## src/rtl/csa_stream_accum_if.sv

```systemverilog
// Valid/ready bundle for csa_stream_accum: operand stream in, resolved sum out.
// out_ovf exists only when CSA_OVF_EN is defined.
interface csa_stream_accum_if #(
  parameter int WIDTH = 16,
  parameter int ACC_W = 20,
  parameter int CNT_W = 8
);
  logic             in_valid;
  logic             in_ready;
  logic [WIDTH-1:0] in_data;
  logic             in_last;
  logic             out_valid;
  logic             out_ready;
  logic [ACC_W-1:0] out_sum;
  logic [CNT_W-1:0] out_cnt;
`ifdef CSA_OVF_EN
  logic             out_ovf;

  modport master (
    output in_valid, in_data, in_last, out_ready,
    input  in_ready, out_valid, out_sum, out_cnt, out_ovf
  );
  modport slave (
    input  in_valid, in_data, in_last, out_ready,
    output in_ready, out_valid, out_sum, out_cnt, out_ovf
  );
`else
  modport master (
    output in_valid, in_data, in_last, out_ready,
    input  in_ready, out_valid, out_sum, out_cnt
  );
  modport slave (
    input  in_valid, in_data, in_last, out_ready,
    output in_ready, out_valid, out_sum, out_cnt
  );
`endif
endinterface

```

## src/rtl/csa_stream_accum.sv

```systemverilog
// Streaming N-operand adder: 3:2 carry-save fold per beat, chunked carry-propagate at packet end.
// Optional sticky overflow flag on out_ovf when CSA_OVF_EN is defined.
module csa_stream_accum #(
  parameter int WIDTH = 16,
  parameter int GUARD = 4,
  parameter int CHUNK = 8,
  parameter int CNT_W = 8
) (
  input  logic                clk,
  input  logic                rst,
  csa_stream_accum_if.slave   bus
);
  localparam int ACC_W  = WIDTH + GUARD;
  localparam int NCHUNK = (ACC_W + CHUNK - 1) / CHUNK;
  localparam int PAD_W  = NCHUNK * CHUNK;
  localparam int IDX_W  = (NCHUNK > 1) ? $clog2(NCHUNK) : 1;
  localparam int CW     = CHUNK + 1;
  localparam logic [IDX_W-1:0] LAST_IDX = IDX_W'(NCHUNK - 1);

  typedef enum logic [1:0] {ACC, RESOLVE, DONE} state_t;

  state_t           state, state_next;
  logic [ACC_W-1:0] s, c, x;
  logic [CNT_W-1:0] cnt;
  logic [IDX_W-1:0] idx;
  logic             carry;
  logic [ACC_W-1:0] sum_q;
  logic [CNT_W-1:0] cnt_q;
  logic [PAD_W-1:0] s_pad, c_pad;
  logic [CW-1:0]    chunk_sum;
  logic             accept, done;

  assign x      = ACC_W'(bus.in_data);
  assign accept = bus.in_valid & bus.in_ready;
  assign done   = bus.out_valid & bus.out_ready;

  // NOTE: sequential state uses non-blocking assignments so every register samples pre-edge values.
  always_ff @(posedge clk) begin
    if (rst) state <= ACC;
    else     state <= state_next;
  end

  // NOTE: the default assignment first keeps this combinational block from inferring a latch.
  always_comb begin
    state_next = state;
    unique case (state)
      ACC:     if (accept && bus.in_last) state_next = RESOLVE;
      RESOLVE: if (idx == LAST_IDX)       state_next = DONE;
      DONE:    if (done)                  state_next = ACC;
      default:                            state_next = ACC;
    endcase
  end

  // in_ready is gated by rst directly so nothing is accepted during the reset edge.
  always_comb begin
    bus.in_ready  = (state == ACC) && !rst;
    bus.out_valid = (state == DONE);
  end

  // Zero-padded views let the top chunk be partial without special-casing.
  always_comb begin
    s_pad     = PAD_W'(s);
    c_pad     = PAD_W'(c);
    chunk_sum = CW'(s_pad[int'(idx)*CHUNK +: CHUNK])
              + CW'(c_pad[int'(idx)*CHUNK +: CHUNK])
              + CW'(carry);
  end

  always_ff @(posedge clk) begin
    if (rst) begin
      s     <= '0;
      c     <= '0;
      cnt   <= '0;
      idx   <= '0;
      carry <= 1'b0;
      sum_q <= '0;
      cnt_q <= '0;
    end else begin
      case (state)
        ACC: if (accept) begin
          s     <= s ^ c ^ x;
          c     <= ((s & c) | (s & x) | (c & x)) << 1;
          cnt   <= (cnt == '1) ? cnt : cnt + 1'b1;
          idx   <= '0;
          carry <= 1'b0;
        end
        RESOLVE: begin
          for (int b = 0; b < ACC_W; b++)
            if (b / CHUNK == int'(idx)) sum_q[b] <= chunk_sum[b % CHUNK];
          carry <= chunk_sum[CHUNK];
          idx   <= idx + 1'b1;
          if (idx == LAST_IDX) cnt_q <= cnt;
        end
        DONE: if (done) begin
          s   <= '0;
          c   <= '0;
          cnt <= '0;
        end
        default: ;
      endcase
    end
  end

  assign bus.out_sum = sum_q;
  assign bus.out_cnt = cnt_q;

`ifdef CSA_OVF_EN
  localparam logic [CNT_W-1:0] OVF_CNT = CNT_W'(2 ** GUARD);
  logic ovf;

  // Sticky: set when an operand beyond 2**GUARD arrives, cleared when the result is taken.
  always_ff @(posedge clk) begin
    if (rst)                          ovf <= 1'b0;
    else if (done)                    ovf <= 1'b0;
    else if (accept && cnt == OVF_CNT) ovf <= 1'b1;
  end

  assign bus.out_ovf = ovf;
`endif
endmodule

```

## src/flat_wrapper.sv

```systemverilog
// flat-port wrapper written by rule: the top's interface ports become plain ports
module csa_stream_accum_flat 
#(
  parameter int WIDTH = 16,
  parameter int GUARD = 4,
  parameter int CHUNK = 8,
  parameter int CNT_W = 8
)
  (clk, rst, bus_in_valid, bus_in_data, bus_in_last, bus_out_ready, bus_in_ready, bus_out_valid, bus_out_sum, bus_out_cnt);
  csa_stream_accum_if #(.WIDTH(WIDTH), .ACC_W(20), .CNT_W(CNT_W)) bus_i ();
  input  logic clk;
  input  logic rst;
  input wire logic [$bits(bus_i.in_valid)-1:0] bus_in_valid;
  input wire logic [$bits(bus_i.in_data)-1:0] bus_in_data;
  input wire logic [$bits(bus_i.in_last)-1:0] bus_in_last;
  input wire logic [$bits(bus_i.out_ready)-1:0] bus_out_ready;
  output wire logic [$bits(bus_i.in_ready)-1:0] bus_in_ready;
  output wire logic [$bits(bus_i.out_valid)-1:0] bus_out_valid;
  output wire logic [$bits(bus_i.out_sum)-1:0] bus_out_sum;
  output wire logic [$bits(bus_i.out_cnt)-1:0] bus_out_cnt;
  assign bus_i.in_valid = bus_in_valid;
  assign bus_i.in_data = bus_in_data;
  assign bus_i.in_last = bus_in_last;
  assign bus_i.out_ready = bus_out_ready;
  assign bus_in_ready = bus_i.in_ready;
  assign bus_out_valid = bus_i.out_valid;
  assign bus_out_sum = bus_i.out_sum;
  assign bus_out_cnt = bus_i.out_cnt;
  csa_stream_accum #(.WIDTH(WIDTH), .GUARD(GUARD), .CHUNK(CHUNK), .CNT_W(CNT_W)) u_core (.clk(clk), .rst(rst), .bus(bus_i));
endmodule
```

## config.mk

```make
export PLATFORM = sky130hd
export DESIGN_NAME = csa_stream_accum_flat
export DESIGN_NICKNAME = d
export VERILOG_FILES = /design/src/rtl/csa_stream_accum_if.sv /design/src/rtl/csa_stream_accum.sv /design/src/flat_wrapper.sv
export SDC_FILE = /design/constraint.sdc
export NUM_CORES = 1
export LEC_CHECK = 0
export CAP_MARGIN = 0
export CORE_UTILIZATION = 52
export CTS_BUF_LIST = sky130_fd_sc_hd__clkbuf_2
export CTS_CLUSTER_DIAMETER = 120
export DETAILED_ROUTE_END_ITERATION = 6
export PLACE_DENSITY = 0.84
export SLEW_MARGIN = 20
export SYNTH_ARGS = -nofsm -noshare
export SYNTH_HDL_FRONTEND = slang
export SYNTH_SLANG_ARGS = --single-unit
```

## constraint.sdc

```tcl
create_clock -name clk -period 2.85 [get_ports clk]
set_clock_uncertainty 0.1 [all_clocks]
set_input_delay 0.57 -clock clk [delete_from_list [all_inputs] [get_ports clk]]
set_output_delay 0.57 -clock clk [all_outputs]
set_load 0.02 [all_outputs]
```

==> results of run 1 <==
-- synthesized netlist by cell type (3+ instances only) --
| cell | number | area, um^2 |
|---|---|---|
| o21a_1 | 5 | 37.5 |
| nand2b_1 | 6 | 37.5 |
| nor2_1 | 30 | 113 |
| clkbuf_1 | 19 | 71.3 |
| fa_1 | 17 | 340 |
| nor2b_1 | 4 | 25.0 |
| or2_2 | 4 | 25.0 |
| and2_1 | 3 | 18.8 |
| dfxtp_1 | 80 | 1600 |
| a21oi_1 | 63 | 315 |
| o21ai_0 | 6 | 30.0 |
| a211oi_1 | 6 | 45.0 |
| ha_1 | 15 | 188 |
| mux2i_1 | 16 | 160 |
| nand3_1 | 3 | 15.0 |
| a21o_1 | 3 | 22.5 |
| nor3_1 | 9 | 45.0 |
| buf_2 | 7 | 35.0 |
| nand3b_1 | 9 | 67.6 |
| o211ai_1 | 12 | 90.1 |
| nand2_1 | 120 | 450 |
| inv_1 | 12 | 45.0 |
-- what timing repair did --
action,in CTS,in global routing
setup endpoints to repair,0,8
hold endpoints to repair,0,0
resized for setup,0,5
-- flip-flops by register name, indices dropped and copies added (netlist names) --
name / flops
u_core.cnt: 8
u_core.carry: 1
u_core.bus.out_cnt: 8
u_core.state: 2
u_core.s: 20
u_core.idx: 2
u_core.bus.out_sum: 20
u_core.c: 19
-- worst max-delay path, delay by kind of cell (launching register included) --
| family | cells | cell delay (ns) |
|---|---|---|
| AND/OR/NAND/NOR | 1 | 0.23 |
| buffers and inverters | 2 | 0.83 |
| flip-flops | 1 | 0.43 |
-- layout by cell type, fill, tap and decap left out, drive strengths merged, types with 2 or more instances in the layout --
| cell type | instances |
|---|---|
| a211oi | 7 |
| a21o | 3 |
| a21oi | 64 |
| and2 | 4 |
| and3 | 2 |
| buf | 9 |
| clkbuf | 9 |
| clkdlybuf4s50 | 50 |
| clkinv | 3 |
| dfxtp | 80 |
| fa | 17 |
| ha | 15 |
| inv | 14 |
| mux2i | 16 |
| nand2 | 120 |
| nand2b | 6 |
| nand3 | 4 |
| nand3b | 9 |
| nand4 | 2 |
| nor2 | 30 |
| nor2b | 4 |
| nor3 | 9 |
| o2111ai | 2 |
| o211ai | 12 |
| o21a | 5 |
| o21ai | 6 |
| o22ai | 2 |
| o311ai | 2 |
| o31ai | 3 |
| o41ai | 2 |
| or2 | 4 |
| or3 | 2 |
-- final cells by class --
cell class / count / area share, %
repair buffers: 59 / 12.2
well taps: 102 / 2.62
inverters: 12 / 0.923
multi-input cells: 370 / 48.9
flip-flops and latches: 80 / 32.9
clock inverters: 7 / 1.59
clock buffers: 9 / 0.923
-- cells by family (layout without fill, tap and decap cells) --
group	count (synthesis)	in the layout
muxes	17	17
buffers and inverters	41	87
xor gates and xnor gates	1	1
and+or+nand+nor	201	201
adders and majority gates	32	32
DFF	80	80
AOI/OAI and AO/OA	119	119
-- metal layers --
layer	part of all wire, %	GRT usage, %	routed length, um
met5	0	0	0
met4	1.8	9.13	163
met3	5.4	4.27	489
met2	47	38.4	4320
met1	46	29.2	4170
-- path summary, 6_finish.rpt --
kind                                    endpoint                          from  slack [ns]  depth (start not counted)
max                                bus_out_valid  u_core.state[0]$_SDFFE_PP0P_        0.16                          3
min           u_core.bus.out_cnt[7]$_SDFFE_PP0P_    u_core.cnt[7]$_SDFFE_PP0P_        0.35                          2
max reg2reg  u_core.bus.out_sum[14]$_SDFFE_PP0P_    u_core.idx[0]$_SDFFE_PP0P_        0.25                          9
min reg2reg   u_core.bus.out_cnt[7]$_SDFFE_PP0P_    u_core.cnt[7]$_SDFFE_PP0P_        0.35                          2
-- power by group through the flow --
| stage | Clock, mW | Combinational (mW) | Sequential [mW] |
|---|---|---|---|
| global placement | 0 | 0.244 | 1.20 |
| floorplan | 0 | 0.165 | 1.20 |
| CTS | 0.642 | 0.254 | 1.18 |
| global route | 0.686 | 0.281 | 1.19 |
| detailed placement | 0 | 0.252 | 1.20 |
| finish | 0.634 | 0.254 | 1.18 |
==> impl_results.md, run 1 <==
- Sw frac: 28.9%
- Post-synth ARST share: 0%
- Total core area: 7730 um^2
- Post-CTS Setup Inserts: 0
- Status: completed
- Design Power: 2.07 mW
- CP Data Required Time: 2.18 ns
- Logic gate share of total power: 12.3%
- First-pass GRT wire length: 15,500 um
- Top FF cell, synth: dfxtp_1
- Initial antenna violation count: 0
- Vias in the first global route: about 3,400
- Routed WL: 9140 um
- Setup TNS: 0 ns
- Wire per inst: 14.3 um
- Vias: ~3,600
- Post-Layout Cell Count: roughly 640
- Seq/Total Area, Yosys: 38.6%
- CTS Root Cell: clkbuf_2
- Leakage power: 1.75 nW
- Net Count, Synth: roughly 540
- FILL cells: 650
- Endpoints failing hold: 0
- Placed cell areas: 4740 um^2
- TritonCTS clock tree: built
- Residual DRC: 0
- Post-layout util: a little over three fifths
- GRT Util Overall: ~23%
- Reg area: between 1500 and 2000 um^2
- Clock share of power: 30.6%
- TritonRoute pass-1 iters: 5
- Worst path cell trace: nand2b_1 -> inv_1 -> clkdlybuf4s50_1
- Antenna cells: 0
- Max incr delay on CP: 0.64 ns
- Final Cell Area: 4880 um^2
- Pwr Density: 425 nW/um^2
- Area delta synth->final: 17.5%
- Post-Synthesis Cells: between 400 and 500
- Worst relative slew slack: roughly two thirds
- IO Pins: 51
- Mapped Area: between 4000 and 5000 um^2
- Fin Hold WS: 0.351 ns
- CP Max Fanout: 11
- Die Span Y: 91.4 um
- Nets@finish: roughly 590
- Critical path class: flop to output pin
- Antenna viol nets, final: 0
- Clock-pin slew on the worst setup and hold paths: 0.26 ns
- Maxcap violations: 0
- Syn. warnings: 0
- Slew @ Worst Pin: slightly above 0.5 ns
- #FFs+latches synth: 80
- Placed Cells: slightly above 600
- Fin. max-slew vios: 0
- Max Freq: 0.372 GHz
- Starting Density: 53.7%
- Xor/xnor share of the synthesized area: 0.211%
- Via density: 5.59
- Slowest-stage cell, CP: clkdlybuf4s50_1
- Setup crit end kind: output pin
- Post-synth cell types: 56
- RSZ-0062 raised after global routing: no
- Synth Area in Compound Gates: 18.6%
- Switch Pwr: 0.598 mW
- H-tree levels: 3
- Multiplexer area fraction after synthesis: roughly 4.1%
- Hold_buf cts: 0
- Total Die Area: 8350 um^2
- Final setup margin: around 0.16 ns
- Min-delay worst type: flop to flop
- Grt ovf: 0
- Initial DRC count: about 180
- Seq pwr share: 57.1%
- Clock insertion delay at the later pin of the skew report: 0.55 ns
- Die Wd: slightly above 90 um
- IO Port Bufs: 50
- Critical path launch point type: flop
- Largest family of logic cells by synthesized area: simple AND/OR/NAND/NOR gates
- Tmin final: between 2 and 3 ns
- Crit path arrival time: just over 2 ns
- Layout cells sized above 1: 8.01%
- HPWL after DPL: 6600 um
- Simple-gate share of the synthesized area: 21.6%
- CTS Buf Count: 9
- Worst slack, placed: around 0.12 ns
- P_int: 1.47 mW
- Routability cong.: 0.876
- Fin crit share: 94.3%
- Adder-cell share of the synthesized area: 12.7%
- CTS sink count: 80
- EDFF count, synth: 0
- Max rail drop VDD: 0.263 mV
- Longest Clk Path Bufs: 2
- Avg Cell Area, Syn: 8.46 um^2
- Multi-input gate area: 2380 um^2
- Largest net degree at the start of global routing: 52
- Final Setup Violations: 0
- Num rows: 32
No activity file was read; power rests on OpenSTA's default activity.
==> inputs of run 2 (changes only) <==
--- a/config.mk
+++ b/config.mk
@@ -5,12 +5,14 @@
 export SDC_FILE = /design/constraint.sdc
 export NUM_CORES = 1
 export LEC_CHECK = 0
-export CAP_MARGIN = 0
-export CORE_UTILIZATION = 52
+export ABC_CLOCK_PERIOD_IN_PS = 2850
+export CELL_PAD_IN_SITES_DETAIL_PLACEMENT = 2
+export CELL_PAD_IN_SITES_GLOBAL_PLACEMENT = 2
+export CORE_UTILIZATION = 31
 export CTS_BUF_LIST = sky130_fd_sc_hd__clkbuf_2
 export CTS_CLUSTER_DIAMETER = 120
 export DETAILED_ROUTE_END_ITERATION = 6
-export PLACE_DENSITY = 0.84
+export PLACE_DENSITY = 0.83
 export SLEW_MARGIN = 20
 export SYNTH_ARGS = -nofsm -noshare
 export SYNTH_HDL_FRONTEND = slang
==> impl_results.md, run 2 (same netlist as run 1, synthesis figures left out) <==
- Leakage power: 1.73 nW (was 1.75 nW)
- Slew @ Worst Pin: 0.565 ns (was 0.519 ns)
- Die Span Y: 118 um (was 91.4 um)
- Starting Density: 32.4% (was 53.7%)
- Slowest-stage cell, CP: clkdlybuf4s50_1 (unchanged)
- Wire per inst: 17.1 um (was 14.3 um)
- First-pass GRT wire length: 20,400 um (was 15,500 um)
- Fin crit share: 95.3% (was 94.3%)
- Worst relative slew slack: 62.0% (was 65.1%)
- Commonest non-fill, non-tap cells in the layout: nand2_1 (120), dfxtp_1 (77), a21oi_1 (63) (unchanged)
- Setup crit end kind: output pin (unchanged)
- Crit path arrival time: 2.05 ns (was 2.02 ns)
- Final Setup Violations: 0 (unchanged)
- Worst slack, placed: 0.0626 ns (was 0.118 ns)
- Longest Clk Path Bufs: 2 (unchanged)
- Via density: 5.13 (was 5.59)
- TritonRoute pass-1 iters: 4 (was 5)
- Routability cong.: 0.797 (was 0.876)
- Critical path class: flop to output pin (unchanged)
- Min-delay worst type: flop to flop (unchanged)
- Layout cells sized above 1: 7.65% (was 8.01%)
- Maxcap violations: 0 (unchanged)
- CTS Root Cell: clkbuf_2 (unchanged)
- Die Wd: 118 um (was 91.4 um)
- RSZ-0062 raised after global routing: no (unchanged)
- Setup TNS: 0 ns (unchanged)
- Max incr delay on CP: 0.67 ns (was 0.64 ns)
- Largest net degree at the start of global routing: 52 (unchanged)
- IO Port Bufs: 50 (unchanged)
- Initial antenna violation count: 0 (unchanged)
- Clock-pin slew on the worst setup and hold paths: 0.23 ns (was 0.26 ns)
- Nets@finish: 584 (was 585)
- Total Die Area: 13,900 um^2 (was 8350 um^2)
- Clock insertion delay at the later pin of the skew report: 0.60 ns (was 0.55 ns)
- Antenna cells: 0 (unchanged)
- Critical path buffer and inverter count: 1 (was 2)
- GRT Util Overall: 18.6% (was 22.9%)
- Critical path launch point type: flop (unchanged)
- Grt ovf: 0 (unchanged)
- Residual DRC: 0 (unchanged)
- CTS sink count: 80 (unchanged)
- Max rail drop VDD: 0.189 mV (was 0.263 mV)
- IO Pins: 51 (unchanged)
- Post-Layout Cell Count: 708 (was 639)
- Placed Cells: 692 (was 623)
- Max Freq: 0.368 GHz (was 0.372 GHz)
- Area delta synth->final: 18.3% (was 17.5%)
- Hold_buf cts: 0 (unchanged)
- Antenna viol nets, final: 0 (unchanged)
- CP Max Fanout: 11 (unchanged)
- Commonest non-fill, non-tap cell in the layout: nand2_1 (unchanged)
- Num rows: 41 (was 32)
- Fin. max-slew vios: 0 (unchanged)
- Worst path cell trace: nor3_1 -> clkdlybuf4s50_1 (was nand2b_1 -> inv_1 -> clkdlybuf4s50_1)
- Final setup margin: 0.133 ns (was 0.163 ns)
- HPWL after DPL: 9160 um (was 6600 um)
- Vias in the first global route: 3,966 (was 3,413)
- H-tree levels: 3 (unchanged)
- Pwr Density: 404 nW/um^2 (was 425 nW/um^2)
- Tmin final: 2.72 ns (was 2.69 ns)
- Crit-path leading delay family: buffers and inverters (unchanged)
- CP Data Required Time: 2.18 ns (about the same)
- Total core area: 12,800 um^2 (was 7730 um^2)
- Initial DRC count: 151 (was 176)
- Endpoints failing hold: 0 (unchanged)
- TritonCTS clock tree: built (unchanged)
- Vias: 3,632 (was 3,575)
- Post-layout util: 38.3% (was 63.1%)
- CTS Buf Count: 9 (unchanged)
- Routed WL: 12,100 um (was 9140 um)
- Fin Hold WS: 0.372 ns (was 0.351 ns)
- Status: completed (unchanged)
-- run 2: cell types whose count changed in the layout (fill, tap and decap cells not counted), sizes merged --
cell | previous run | this run
clkdlybuf4s50 | 50 | 48
inv | 14 | 12
bufinv | 1 | 0
clkinv | 3 | 4
clkbuf | 9 | 10
clkinvlp | 1 | 2
dlygate4sd2 | 0 | 1
-- run 2: power breakdown --
| group | internal, mW | total [mW] | leakage, nW | switching [mW] |
|---|---|---|---|---|
| sequential | 1.15 | 1.18 | 0.649 | 0.0349 |
| clock | 0.112 | 0.538 | 0.0530 | 0.426 |
| combinational | 0.111 | 0.263 | 1.03 | 0.151 |
-- run 2: timing repair --
action / 4_1_cts / 5_1_grt
setup buffers: 0 / 0
endpoints found under the setup margin: 2 / 14
gates resized for setup: 3 / 5
pin swaps: 0 / 0
-- run 2: per-layer routing --
metal | vias up | track usage [%] | part of all wire (%)
met2 | 60 | 32.5 | 50
met4 | 0 | 7.13 | 1.5
met5 | - | 0 | 0
met3 | 10 | 3.54 | 3.3
li1 | 1767 | - | -
met1 | 1795 | 22.5 | 45
-- run 2: worst paths after layout --
check | slack (ns) | end | from | cells past startpoint
min | 0.37 | u_core.bus.out_cnt[7]$_SDFFE_PP0P_ | u_core.bus.out_cnt[7]$_SDFFE_PP0P_ | 2
min reg2reg | 0.37 | u_core.bus.out_cnt[7]$_SDFFE_PP0P_ | u_core.bus.out_cnt[7]$_SDFFE_PP0P_ | 2
max | 0.13 | bus_in_ready | u_core.state[0]$_SDFFE_PP0P_ | 2
max reg2reg | 0.23 | u_core.bus.out_sum[14]$_SDFFE_PP0P_ | u_core.idx[1]$_SDFFE_PP0P_ | 9
-- run 2: final cells by class --
class | count | area, um^2
multi-input combinational | 370 | 2390
timing repair buffer | 58 | 567
tap | 172 | 215
clock buffer | 10 | 50.0
clock inverter | 6 | 36.3
fill | 1500 | 7910
sequential | 80 | 1610
inverter | 12 | 45.0
-- run 2: worst reg2reg max path: cells and delay by family (launching register included) --
kind,cells,cell delay [ns]
compound gates,4,0.62
fa+ha+maj,2,0.88
buf+inv,1,0.15
flops,1,0.37
simple gates,2,0.42
-- run 2: metrics by stage --
step                      cell area, um^2  power (mW)
after floorplan                      4150        1.36
after global placement               4810        1.46
after detailed placement             4810        1.47
after CTS                            4890        2.02
after global routing                 4910        2.09
final                                4910        1.98
==> inputs of run 3 (changes only) <==
--- a/config.mk
+++ b/config.mk
@@ -8,6 +8,7 @@
 export ABC_CLOCK_PERIOD_IN_PS = 2850
 export CELL_PAD_IN_SITES_DETAIL_PLACEMENT = 2
 export CELL_PAD_IN_SITES_GLOBAL_PLACEMENT = 2
+export CORE_ASPECT_RATIO = 1.1
 export CORE_UTILIZATION = 31
 export CTS_BUF_LIST = sky130_fd_sc_hd__clkbuf_2
 export CTS_CLUSTER_DIAMETER = 120
@@ -17,3 +18,4 @@
 export SYNTH_ARGS = -nofsm -noshare
 export SYNTH_HDL_FRONTEND = slang
 export SYNTH_SLANG_ARGS = --single-unit
+export TNS_END_PERCENT = 1
==> impl_results.md, run 3 (same netlist as run 1, synthesis figures left out) <==
- Setup crit end kind: flop (was output pin)
- Placed cell areas: 4800 um^2 (was 4810 um^2)
- Slew @ Worst Pin: 0.637 ns (was 0.565 ns)
- Fin. max-slew vios: 0 (unchanged)
- Crit-path leading delay family: adder cells (was buffers and inverters)
- Maxcap violations: 0 (unchanged)
- Wire per inst: 17.4 um (was 17.1 um)
- IO Pins: 51 (unchanged)
- Leakage power: 1.74 nW (was 1.73 nW)
- Max incr delay on CP: 0.46 ns (was 0.67 ns)
- Critical register-to-register path endpoint: u_core.bus.out_sum[6]$_SDFFE_PP0P_ (was u_core.bus.out_sum[14]$_SDFFE_PP0P_)
- Design Power: 2.06 mW (was 1.98 mW)
- Max Freq: 0.381 GHz (was 0.368 GHz)
- Crit path arrival time: 3.02 ns (was 2.05 ns)
- Nets@finish: 586 (was 584)
- TritonRoute pass-1 iters: 4 (unchanged)
- Largest net degree at the start of global routing: 52 (unchanged)
- Most frequent CP cell: fa_1
- Final Cell Area: 4930 um^2 (was 4910 um^2)
- Slowest-stage cell, CP: fa_1 (was clkdlybuf4s50_1)
- Total Die Area: 13,900 um^2 (about the same)
- Max rail drop VDD: 0.248 mV (was 0.189 mV)
- Residual DRC: 0 (unchanged)
- Clock-pin slew on the worst setup and hold paths: 0.23 ns (about the same)
- Grt ovf: 0 (unchanged)
- H-tree levels: 3 (unchanged)
- CP Max Fanout: 4 (was 11)
- Longest Clk Path Bufs: 2 (unchanged)
- Antenna viol nets, final: 0 (unchanged)
- Status: completed (unchanged)
- Hold_buf cts: 0 (unchanged)
- Critical path launch point type: flop (unchanged)
- Via density: 5.29 (was 5.13)
- Total core area: 12,900 um^2 (was 12,800 um^2)
- Tmin final: 2.63 ns (was 2.72 ns)
- Layout cells sized above 1: 8.36% (was 7.65%)
- CTS Buf Count: 9 (unchanged)
- Area delta synth->final: 18.8% (was 18.3%)
- First-pass GRT wire length: 20,400 um (about the same)
- Critical path origin: u_core.idx[1]$_SDFFE_PP0P_ (was u_core.state[0]$_SDFFE_PP0P_)
- Num rows: 43 (was 41)
- GRT Util Overall: 19.1% (was 18.6%)
- Routed WL: 12,100 um (about the same)
- CP Data Required Time: 3.24 ns (was 2.18 ns)
- Critical path buffer and inverter count: 1 (unchanged)
- Starting Density: 32.3% (was 32.4%)
- Hold_sp: u_core.bus.out_cnt[1]$_SDFFE_PP0P_ (was u_core.bus.out_cnt[7]$_SDFFE_PP0P_)
- CTS sink count: 80 (unchanged)
- Initial DRC count: 106 (was 151)
- Levels on crit path: 9 (was 2)
- Post-CTS Setup Inserts: 0 (unchanged)
- Clock insertion delay at the later pin of the skew report: 0.60 ns (about the same)
- Worst path cell trace: inv_1 -> nor2_2 -> a21oi_1 -> fa_1 -> fa_1 -> nor2b_2 -> o31ai_2 -> a21o_1 -> o41ai_1 (was nor3_1 -> clkdlybuf4s50_1)
- Vias in the first global route: 4,012 (was 3,966)
- Commonest non-fill, non-tap cell in the layout: nand2_1 (unchanged)
- Commonest non-fill, non-tap cells in the layout: nand2_1 (120), dfxtp_1 (77), a21oi_1 (63) (unchanged)
- CTS Root Cell: clkbuf_2 (unchanged)
- Crit path to: u_core.bus.out_sum[6]$_SDFFE_PP0P_ (was bus_in_ready)
- Fin crit share: 92.2% (was 95.3%)
- Worst reg-to-reg path cell count: 9 (unchanged)
- Routability cong.: 0.795 (was 0.797)
- Final Setup Violations: 0 (unchanged)
- Placed Cells: 679 (was 692)
- Pwr Density: 418 nW/um^2 (was 404 nW/um^2)
- Min-delay worst type: flop to flop (unchanged)
- Reg2reg setup slack: 0.22 ns (was 0.23 ns)
- Critical path class: flop to flop (was flop to output pin)
- Fin Hold WS: 0.374 ns (was 0.372 ns)
- TritonCTS clock tree: built (unchanged)
- Worst relative slew slack: 57.5% (was 62.0%)
- Post-Layout Cell Count: 695 (was 708)
- Initial antenna violation count: 0 (unchanged)
- Antenna cells: 0 (unchanged)
- Endpoints failing hold: 0 (unchanged)
- R2r startpoint: u_core.idx[1]$_SDFFE_PP0P_ (unchanged)
- Die Wd: 112 um (was 118 um)
- Vias: 3,679 (was 3,632)
- Die Span Y: 123 um (was 118 um)
- IO Port Bufs: 50 (unchanged)
- HPWL after DPL: 9120 um (was 9160 um)
## run 3: stage by stage
step / utilization, % / worst slack (ns) / TNS, ns
floorplan: - / 0.0891 / 0
global placement: 37.4 / 0.223 / 0
detailed placement: 37.4 / 0.0351 / 0
CTS: 38.2 / 0.0276 / 0
global route: 38.4 / -0.00500 / -0.00500
finish: 38.4 / 0.222 / 0
## run 3: where the power goes
group	switching, mW	internal [mW]
sequential	0.0356	1.15
combinational	0.151	0.114
clock	0.421	0.193
## run 3: layout make-up
class	count	area (um^2)
fill	1502	7930
multi-input combinational	370	2400
sequential	80	1610
timing repair buffer	60	582
tap	157	196
clock inverter	7	62.6
clock buffer	9	45.0
inverter	12	45.0
## run 3: what timing repair did
item                                    in CTS  in global routing
endpoints found under the setup margin       3                  8
resized for setup                            4                  5
endpoints found under the hold margin        0                  0
## run 3: worst min-delay path by stage
stage | to | slack, ns | cells after the start
floorplan | u_core.bus.out_cnt[7]$_SDFFE_PP0P_ | 0.35 | 2
global placement | u_core.bus.out_cnt[2]$_SDFFE_PP0P_ | 0.34 | 2
detailed placement | u_core.bus.out_cnt[0]$_SDFFE_PP0P_ | 0.36 | 2
CTS | u_core.bus.out_cnt[1]$_SDFFE_PP0P_ | 0.38 | 2
global route | u_core.cnt[0]$_SDFFE_PP0P_ | 0.38 | 5
finish | u_core.bus.out_cnt[1]$_SDFFE_PP0P_ | 0.37 | 2
## run 3: worst min-delay path: cells and delay by family, from the launching register on
| family | cells | cell delay [ns] |
|---|---|---|
| AO/OA/AOI/OAI | 1 | 0.05 |
| flip-flops | 1 | 0.36 |
| AND/OR/NAND/NOR | 1 | 0.05 |
## run 3: metal layers
layer,global-route usage (%),wire [um]
met3,4.07,309
met4,6.50,198
met1,23.1,5590
met5,0,0
met2,33.9,5970
